File: src/rtl/reg_file_sb_pkg.sv
// Shared CPU constants for the pipelined register file and the control unit
// that drives the link write port.
package reg_file_sb_pkg;

   localparam int unsigned REG_ZERO     = 0;
   localparam int unsigned DEF_SP_IDX   = 29;
   localparam int unsigned DEF_SP_INIT  = 128;
   localparam int unsigned DEF_LINK_IDX = 31;

   localparam logic [5:0] OP_JAL   = 6'b100111;
   localparam logic [5:0] OP_JR    = 6'b111111;
   localparam logic [5:0] FUNCT_JR = 6'b001000;

endpackage

File: src/rtl/reg_file_sb_scoreboard.sv
// Per-register busy scoreboard: reservations from issue, clears from commit,
// registered busy count and the busy lookups for both read ports.
module reg_file_sb_scoreboard
   import reg_file_sb_pkg::*;
#(
   parameter int unsigned ADDR_W = 5,
   parameter int unsigned BYPASS = 1
) (
   input  logic                   clk_i,
   input  logic                   rst_n,
   input  logic [(1<<ADDR_W)-1:0] commit_vec_i,
   input  logic                   busy_set_i,
   input  logic [ADDR_W-1:0]      busy_addr_i,
   input  logic [ADDR_W-1:0]      rs_addr_i,
   input  logic [ADDR_W-1:0]      rt_addr_i,
   output logic                   rs_busy_o,
   output logic                   rt_busy_o,
   output logic [ADDR_W:0]        busy_cnt_o
);

   localparam int unsigned NUM_REGS = 1 << ADDR_W;
   localparam logic [ADDR_W-1:0] ZERO_ADDR = ADDR_W'(REG_ZERO);

   logic [NUM_REGS-1:0] busy_q, busy_d, set_vec;
   logic [ADDR_W:0]     cnt_q, cnt_d;

   // Set is applied after clear so a new producer outlives the retiring one.
   always_comb begin
      set_vec = '0;
      if (busy_set_i && busy_addr_i != ZERO_ADDR) set_vec[busy_addr_i] = 1'b1;
      busy_d            = (busy_q & ~commit_vec_i) | set_vec;
      busy_d[REG_ZERO]  = 1'b0;
      cnt_d = '0;
      for (int unsigned i = 0; i < NUM_REGS; i++) begin
         cnt_d = cnt_d + {{ADDR_W{1'b0}}, busy_d[i]};
      end
   end

   always_ff @(posedge clk_i or negedge rst_n) begin
      if (!rst_n) begin
         busy_q <= '0;
         cnt_q  <= '0;
      end else begin
         busy_q <= busy_d;
         cnt_q  <= cnt_d;
      end
   end

   assign rs_busy_o = (rs_addr_i != ZERO_ADDR) && busy_q[rs_addr_i] &&
                      !((BYPASS != 0) && commit_vec_i[rs_addr_i]);
   assign rt_busy_o = (rt_addr_i != ZERO_ADDR) && busy_q[rt_addr_i] &&
                      !((BYPASS != 0) && commit_vec_i[rt_addr_i]);
   assign busy_cnt_o = cnt_q;

endmodule

File: src/rtl/reg_file_sb.sv
// Pipelined register file: two combinational read ports, writeback and link
// write ports, optional write-to-read bypass, and a busy scoreboard.
module reg_file_sb
   import reg_file_sb_pkg::*;
#(
   parameter int unsigned DATA_W   = 32,
   parameter int unsigned ADDR_W   = 5,
   parameter int unsigned SP_IDX   = DEF_SP_IDX,
   parameter int unsigned SP_INIT  = DEF_SP_INIT,
   parameter int unsigned LINK_IDX = DEF_LINK_IDX,
   parameter int unsigned BYPASS   = 1
) (
   input  logic              clk_i,
   input  logic              rst_n,
   input  logic [ADDR_W-1:0] rs_addr_i,
   input  logic [ADDR_W-1:0] rt_addr_i,
   output logic [DATA_W-1:0] rs_data_o,
   output logic [DATA_W-1:0] rt_data_o,
   input  logic              wr_en_i,
   input  logic [ADDR_W-1:0] wr_addr_i,
   input  logic [DATA_W-1:0] wr_data_i,
   input  logic              link_en_i,
   input  logic [DATA_W-1:0] link_data_i,
   input  logic              busy_set_i,
   input  logic [ADDR_W-1:0] busy_addr_i,
   output logic              rs_busy_o,
   output logic              rt_busy_o,
   output logic [ADDR_W:0]   busy_cnt_o,
   output logic              collide_o
);

   localparam int unsigned NUM_REGS = 1 << ADDR_W;
   localparam logic [ADDR_W-1:0] ZERO_ADDR = ADDR_W'(REG_ZERO);
   localparam logic [ADDR_W-1:0] LINK_ADDR = ADDR_W'(LINK_IDX);

   logic [DATA_W-1:0]   regs_q [NUM_REGS];
   logic [DATA_W-1:0]   regs_d [NUM_REGS];
   logic [NUM_REGS-1:0] commit_vec;
   logic                collide_q, collide_d;

   // Link is applied last so it wins a collision on LINK_IDX.
   always_comb begin
      regs_d     = regs_q;
      commit_vec = '0;
      if (wr_en_i) begin
         regs_d[wr_addr_i]     = wr_data_i;
         commit_vec[wr_addr_i] = 1'b1;
      end
      if (link_en_i) begin
         regs_d[LINK_IDX]     = link_data_i;
         commit_vec[LINK_IDX] = 1'b1;
      end
      regs_d[REG_ZERO]     = '0;
      commit_vec[REG_ZERO] = 1'b0;
      collide_d = wr_en_i && link_en_i && (wr_addr_i == LINK_ADDR);
   end

   always_ff @(posedge clk_i or negedge rst_n) begin
      if (!rst_n) begin
         for (int unsigned i = 0; i < NUM_REGS; i++) begin
            regs_q[i] <= (i == SP_IDX) ? DATA_W'(SP_INIT) : '0;
         end
         collide_q <= 1'b0;
      end else begin
         regs_q    <= regs_d;
         collide_q <= collide_d;
      end
   end

   always_comb begin
      rs_data_o = regs_q[rs_addr_i];
      if (BYPASS != 0 && rs_addr_i != ZERO_ADDR) begin
         if (link_en_i && rs_addr_i == LINK_ADDR) rs_data_o = link_data_i;
         else if (wr_en_i && rs_addr_i == wr_addr_i) rs_data_o = wr_data_i;
      end
   end

   always_comb begin
      rt_data_o = regs_q[rt_addr_i];
      if (BYPASS != 0 && rt_addr_i != ZERO_ADDR) begin
         if (link_en_i && rt_addr_i == LINK_ADDR) rt_data_o = link_data_i;
         else if (wr_en_i && rt_addr_i == wr_addr_i) rt_data_o = wr_data_i;
      end
   end

   assign collide_o = collide_q;

   reg_file_sb_scoreboard #(
      .ADDR_W (ADDR_W),
      .BYPASS (BYPASS)
   ) u_scoreboard (
      .clk_i        (clk_i),
      .rst_n        (rst_n),
      .commit_vec_i (commit_vec),
      .busy_set_i   (busy_set_i),
      .busy_addr_i  (busy_addr_i),
      .rs_addr_i    (rs_addr_i),
      .rt_addr_i    (rt_addr_i),
      .rs_busy_o    (rs_busy_o),
      .rt_busy_o    (rt_busy_o),
      .busy_cnt_o   (busy_cnt_o)
   );

endmodule

File: config.mk
export PLATFORM = sky130hd
export DESIGN_NAME = reg_file_sb
export DESIGN_NICKNAME = d
export VERILOG_FILES = /design/src/rtl/reg_file_sb_pkg.sv /design/src/rtl/reg_file_sb_scoreboard.sv /design/src/rtl/reg_file_sb.sv
export SDC_FILE = /design/constraint.sdc
export NUM_CORES = 2
export LEC_CHECK = 0
export BUFFER_PORTS_ARGS = -buffer_cell sky130_fd_sc_hd__buf_2
export CAP_MARGIN = 20
export CELL_PAD_IN_SITES_DETAIL_PLACEMENT = 1
export CELL_PAD_IN_SITES_GLOBAL_PLACEMENT = 2
export CORE_MARGIN = 1.5
export CORE_UTILIZATION = 42
export CTS_CLUSTER_SIZE = 8
export DETAILED_ROUTE_END_ITERATION = 12
export PLACE_DENSITY_LB_ADDON = 0.1
export SLEW_MARGIN = 20
export SYNTH_ARGS = -nofsm -noshare
export SYNTH_HDL_FRONTEND = slang
export SYNTH_SLANG_ARGS = --single-unit
File: constraint.sdc
create_clock -name clk_i -period 5.3 [get_ports clk_i]
set_clock_uncertainty 0.1 [all_clocks]
set_input_delay 1.59 -clock clk_i [delete_from_list [all_inputs] [get_ports clk_i]]
set_output_delay 1.59 -clock clk_i [all_outputs]
set_load 0.02 [all_outputs]
[After elaboration in Yosys (flattened, before gate mapping)]
Cells that the tools add are included.
Storage, ports and cells
  word-level logic and storage cells: 137
  output and inout bits: 73
  register bits after elaboration: 1030
  bits of input ports: 89
Operators by class
  multiplexer cells: 32
  reductions and logical operators: 20
  equal/unequal tests: 5
  order comparisons: 10
  bitwise logic cells: 6
  add/subtract/negate cells: 30
Operator list (count)
  $bwmux 1024: 1
  $mux 32: 15
  $bmux 32 s5: 2
  $add 6x1->6: 29
  $demux 32 s5: 1
  $and 32x32->32: 1
  $not 32->32: 1
  $or 32x32->32: 1
  $lt 5x6->1 const B: 4
  $bmux 1 s5: 4
  $ge 6x6->1 const B: 3
  $not 5->6: 3
  $eq 5x5->1 const B: 3
  $reduce_bool 5->1: 3
  $logic_and 1x1->1: 14
  $demux 1 s5: 2
  $eq 5x5->1: 2
  $ge 5x1->1 const B: 2
  $mux 1: 7
  $lt 6x1->1 const B: 1
  $add 1x1->2: 1
  $logic_not 1->1: 2
  $reduce_bool 2->1: 1

[Longest topological paths before layout]
  depth in word-level cells: 39
  mapped depth: 25
  gate-level depth less buffers: 22

[Hierarchy]
Synthesis repeated with hierarchy kept, for this count alone.
Unflattened totals
  cell total of the unflattened synthesis: 4634
  area total of the unflattened synthesis: 57333.7 µm²
Modules (own cells, without submodules)
  reg_file_sb: times used 1, area each 54040.6 µm², cells an instance 4350, seq. area each 24850.1 µm²
  reg_file_sb_scoreboard: times used 1, area each 3293.2 µm², cells an instance 284, seq. area each 925.9 µm²

[Worst setup path before layout]
No wires, ideal clock.
  path type: input port to flip-flop
  start point: in wr_en_i
  end point: reg u_scoreboard.cnt_q[4] (netlist: u_scoreboard.busy_cnt_o[4])
  setup time: 0.123 ns
  arrival: 7.128 ns
  buffers on the path: 3
  required time: 5.077 ns
  cell stages on the path: 24
  path slack: -2.050 ns
  cells stage by stage: buf_2 nor2b_1 buf_2 nand3_1 clkbuf_1 a22o_1 ha_1 fa_1 inv_1 fa_1 fa_1 inv_1 fa_1 inv_1 fa_1 fa_1 inv_1 ha_1 inv_1 fa_1 inv_1 a21o_1 a21oi_1 xnor2_1
On the way
  longest elaborated chain between the ends: 34
  elaborated cells between the ends (all ways): 35
  those cells by class: add/sub (30); mux (2); bitwise (3)
Ends and longest elaborated chain
  start, declared: RTL line reg_file_sb.sv:19  | input logic wr_en_i,
  $mux 32: RTL line reg_file_sb.sv:45  | if (wr_en_i) begin
  $not 32->32: RTL line reg_file_sb_scoreboard.sv:31  | busy_d = (busy_q & ~commit_vec_i) | set_vec;
  $and 32x32->32: RTL line reg_file_sb_scoreboard.sv:31
  $or 32x32->32: RTL line reg_file_sb_scoreboard.sv:31
  net u_scoreboard.busy_d[1]: RTL line reg_file_sb_scoreboard.sv:24  | logic [NUM_REGS-1:0] busy_q, busy_d, set_vec;
  $add 1x1->2: RTL line reg_file_sb_scoreboard.sv:35  | cnt_d = cnt_d + {{ADDR_W{1'b0}}, busy_d[i]};
  $add 6x1->6 (29 in a row): RTL line reg_file_sb_scoreboard.sv:35
  net u_scoreboard.cnt_d[4]: RTL line reg_file_sb_scoreboard.sv:25  | logic [ADDR_W:0] cnt_q, cnt_d;
  end signal, assigned: RTL line reg_file_sb_scoreboard.sv:45  | cnt_q <= cnt_d;
  end, declared: RTL line reg_file_sb_scoreboard.sv:25
The timed path passes the listed nets, and every way through them passes these cells.
A chain may end at the register's enable or synchronous reset.

[Worst setup path after layout]
  start point: in wr_en_i
  end point: reg u_scoreboard.cnt_q[4] (netlist: u_scoreboard.busy_cnt_o[4])
On the way
  elaborated cells between the ends (all ways): 35
  those cells by class: add/sub (30); mux (2); bitwise (3)
RTL lines (RTL line)
  $mux 32: reg_file_sb.sv:45
  $not 32->32: reg_file_sb_scoreboard.sv:31
  $and 32x32->32: reg_file_sb_scoreboard.sv:31
  $or 32x32->32: reg_file_sb_scoreboard.sv:31
  net u_scoreboard.busy_d[11]: reg_file_sb_scoreboard.sv:24
  $add 6x1->6 (21 in a row): reg_file_sb_scoreboard.sv:35
  net u_scoreboard.cnt_d[4]: reg_file_sb_scoreboard.sv:25
The timed path passes the listed nets, and every way through them passes these cells.

==> impl_metrics.toml <==
[run_status]
outcome = "complete, but fails checks"
violations = "negative setup slack"

[timing]
relSlewSlack_pct = 29.8
finalSetupViolations = 53
drv_slew = 0
setup_tns_ns = -7.37
period_minus_slack_ns = 5.94
tightest_slew_ns = 1.05
rsz0062_at_grt = "true"
finalHoldViolations = 0
worst_slack_ns = -0.638
fmax_ghz = 0.168
period_share_pct = 112

[setup_path]
slowest_delay_ns = 0.55
critical_path_buf_inv_count = 8
slowest_stage = "fa_2"
worstPathCellList = "buf_8 -> nor2b_4 -> buf_6 -> nand4_1 -> a22o_1 -> inv_2 -> fa_1 -> fa_2 -> fa_2 -> inv_2 -> fa_2 -> inv_2 -> fa_2 -> fa_1 -> inv_2 -> ha_4 -> inv_2 -> fa_2 -> inv_1 -> a21o_1 -> a21oi_2 -> xnor2_1"
worstSetupPathType = "input port to register"
crit_path_end_kind = "register"
crit_arrival_ns = 6.50
start_kind = "input port"
path_delay_family = "adder cells"
crit_fanout = 5
cp_data_required_time_ns = 5.86

[grt]
antenna_found_initial = 3
grt_pass1_wl_microns = 319000
grt_max_degree = 93
grt_overflow = 0
track_usage_pct = 31.6
grt_pass1_vias = 43600

[yosys]
syn-num-nets = 4190
synth_seq_area_share_pct = 44.8
yosysUniqueCellTypes = 54
syn_area_per_cell_sq_um = 14.2
synth_flop_cell = "dfrtp_1"
synthCells = 4069
yosys_warnings = 0
synth_edf_count = 0
synth-async-reset-ratio_pct = 100
syn-cell-area_sq_um = 57600
ys_seq_elements = 1030

[clock_network]
root_buffer = "clkbuf_16"
numCtsBuffers = 147
clk_latency_ns = 0.78
clkSlewWorstSetupHoldPaths_ns = 0.05
cts_tree = "yes"
h-tree-depth = 4
cts_buffer_depth = 3
clock_sinks = 1030
cts_hold_buffers = 0

[route]
postRouteWirelength_microns = 220000
wl_met3_microns = 11700
top_layer = "met5"
antenna_left = 0
wl_met1_microns = 93500
vias = 40700
avgViaCountPerCell = 6.33
wire_per_inst_microns = 34.3
drt_pre_antenna_iters = 7
wl_met2_microns = 106000
drcViolationCount = 0
initialDrtViolationCount = 3223

[power]
vdd_ir_drop_max_mv = 0.612
p_total_uw = 29400
pwr_density_cell_nw_per_um2 = 404
p_leak_uw = 0.0319

[cells_and_area]
fillers = 13000
mostFrequentLayoutCells = "1029 x dfrtp_1, 960 x mux2_2, 525 x mux4_2, 433 x buf_4, 247 x nand2_1"
nNetsFinal = 4742
finish.utilization_pct = 53.4
final_common_cell = "dfrtp_1"
area_growth_pct = 26.0
fin_cells = 6429
drive_above_1_share_pct = 59.2

[placed_design]
gp_congestion = 0.877
hpwlAfterDp_microns = 128000
portBuffers = 161
dp.cells = 6057
post-place-ws_ns = -1.64

[floorplanning]
core_sq_um = 136000
start_util_pct = 42.4
die_area_sq_um = 139000
core.rowCount = 135
die_y_microns = 373
fp.dieW_microns = 373
io_pins = 162

[worst_hold_path]
hold_path.class = "register to register"

[run]
maxCapViolCount = 0
[layout make-up]
type / instances / area (sq um) / area share [%]
diodes: 1 / 2.50 / 0.00345
clock buffers: 164 / 3840 / 5.29
clock inverters: 11 / 134 / 0.184
inverters: 62 / 233 / 0.321
multi-input cells: 2535 / 31000 / 42.7
flip-flops and latches: 1030 / 25800 / 35.5
well taps: 1781 / 2230 / 3.07
repair buffers: 845 / 9400 / 12.9
[layer usage]
metal	vias to the layer above	global-route usage, %
met2	1305	51.3
met4	2	11.7
li1	16700	-
met1	22300	43.1
met5	-	0
met3	440	4.68
[path summary, 6_finish.rpt]
kind,start,to,slack [ns],cells after the start
worst max register to register,u_scoreboard.busy_q[1],u_scoreboard.busy_cnt_o[4],0.19,19
max in group asynchronous,rst_n,regs_q[97],3.11,3
min in group asynchronous,rst_n,regs_q[217],0.81,1
worst min-delay path,regs_q[71],regs_q[71],0.38,2
worst max-delay path,wr_en_i,u_scoreboard.busy_cnt_o[4],-0.64,22
worst min register to register,regs_q[71],regs_q[71],0.38,2
[kinds of logic after synthesis]
| group | Yosys count | synth area share (%) |
|---|---|---|
| multiplexers | 1585 | 41.0 |
| buffers and inverters | 504 | 3.80 |
| adder cells (fa/ha/maj) | 32 | 0.995 |
| AND/OR/NAND/NOR | 452 | 3.58 |
| XOR/XNOR | 13 | 0.198 |
| AO/OA/AOI/OAI | 453 | 5.62 |
| flip-flops | 1030 | 44.8 |
[through the flow]
stage	hold WS [ns]	instance area [sq um]
floorplan	0.343	57800
global placement	0.359	64000
detailed placement	0.368	64000
CTS	0.375	71200
global route	0.404	72600
finish	0.375	72600
[worst min-delay path, stage by stage (launching register included)]
cell     delay, ns
dfstp_2       0.37
nand2_1       0.05
nand2_1       0.05
[cell usage after synthesis, drive strengths merged (2+ instances only)]
master / n / area, sq um
nor3: 10 / 65.1
xnor2: 13 / 114
ha: 9 / 113
fa: 23 / 460
a311oi: 6 / 52.6
a221o: 32 / 320
a31oi: 4 / 25.0
and2: 9 / 56.3
nand4: 5 / 31.3
or2: 2 / 12.5
mux4: 525 / 11800
a22o: 81 / 709
nand2: 257 / 965
nand3: 16 / 80.1
nand2b: 3 / 18.8
buf: 177 / 957
dfrtp: 1029 / 25700
inv: 62 / 233
nor2b: 73 / 457
o21ai: 73 / 365
mux2i: 98 / 981
o31ai: 2 / 15.0
nor2: 56 / 213
a22oi: 107 / 803
a21o: 3 / 22.5
and3: 6 / 37.5
a21oi: 71 / 355
clkbuf: 265 / 996
a211oi: 66 / 495
nor4: 2 / 18.8
mux2: 962 / 10800
nor3b: 6 / 45.0
and3b: 3 / 26.3
nand3b: 2 / 15.0
[repair_timing]
action | in CTS | in global routing
pin swaps | 88 | 103
cloned | 26 | 6
endpoints found under the setup margin | 72 | 104
setup buffers | 116 | 79
resized for setup | 417 | 188
[where the power goes]
| group | internal (uW) | total [uW] | switching (uW) |
|---|---|---|---|
| combinational | 5800 | 10100 | 4290 |
| sequential | 9480 | 10600 | 1160 |
| clock | 5050 | 8620 | 3570 |
[flip-flops by register name (all words and copies together), names as in the netlist]
name                     flops
u_scoreboard.busy_cnt_o      6
u_scoreboard.busy_q         31
regs_q                     992
collide_o                    1
Note: power is estimated with default switching activity, not from simulation.
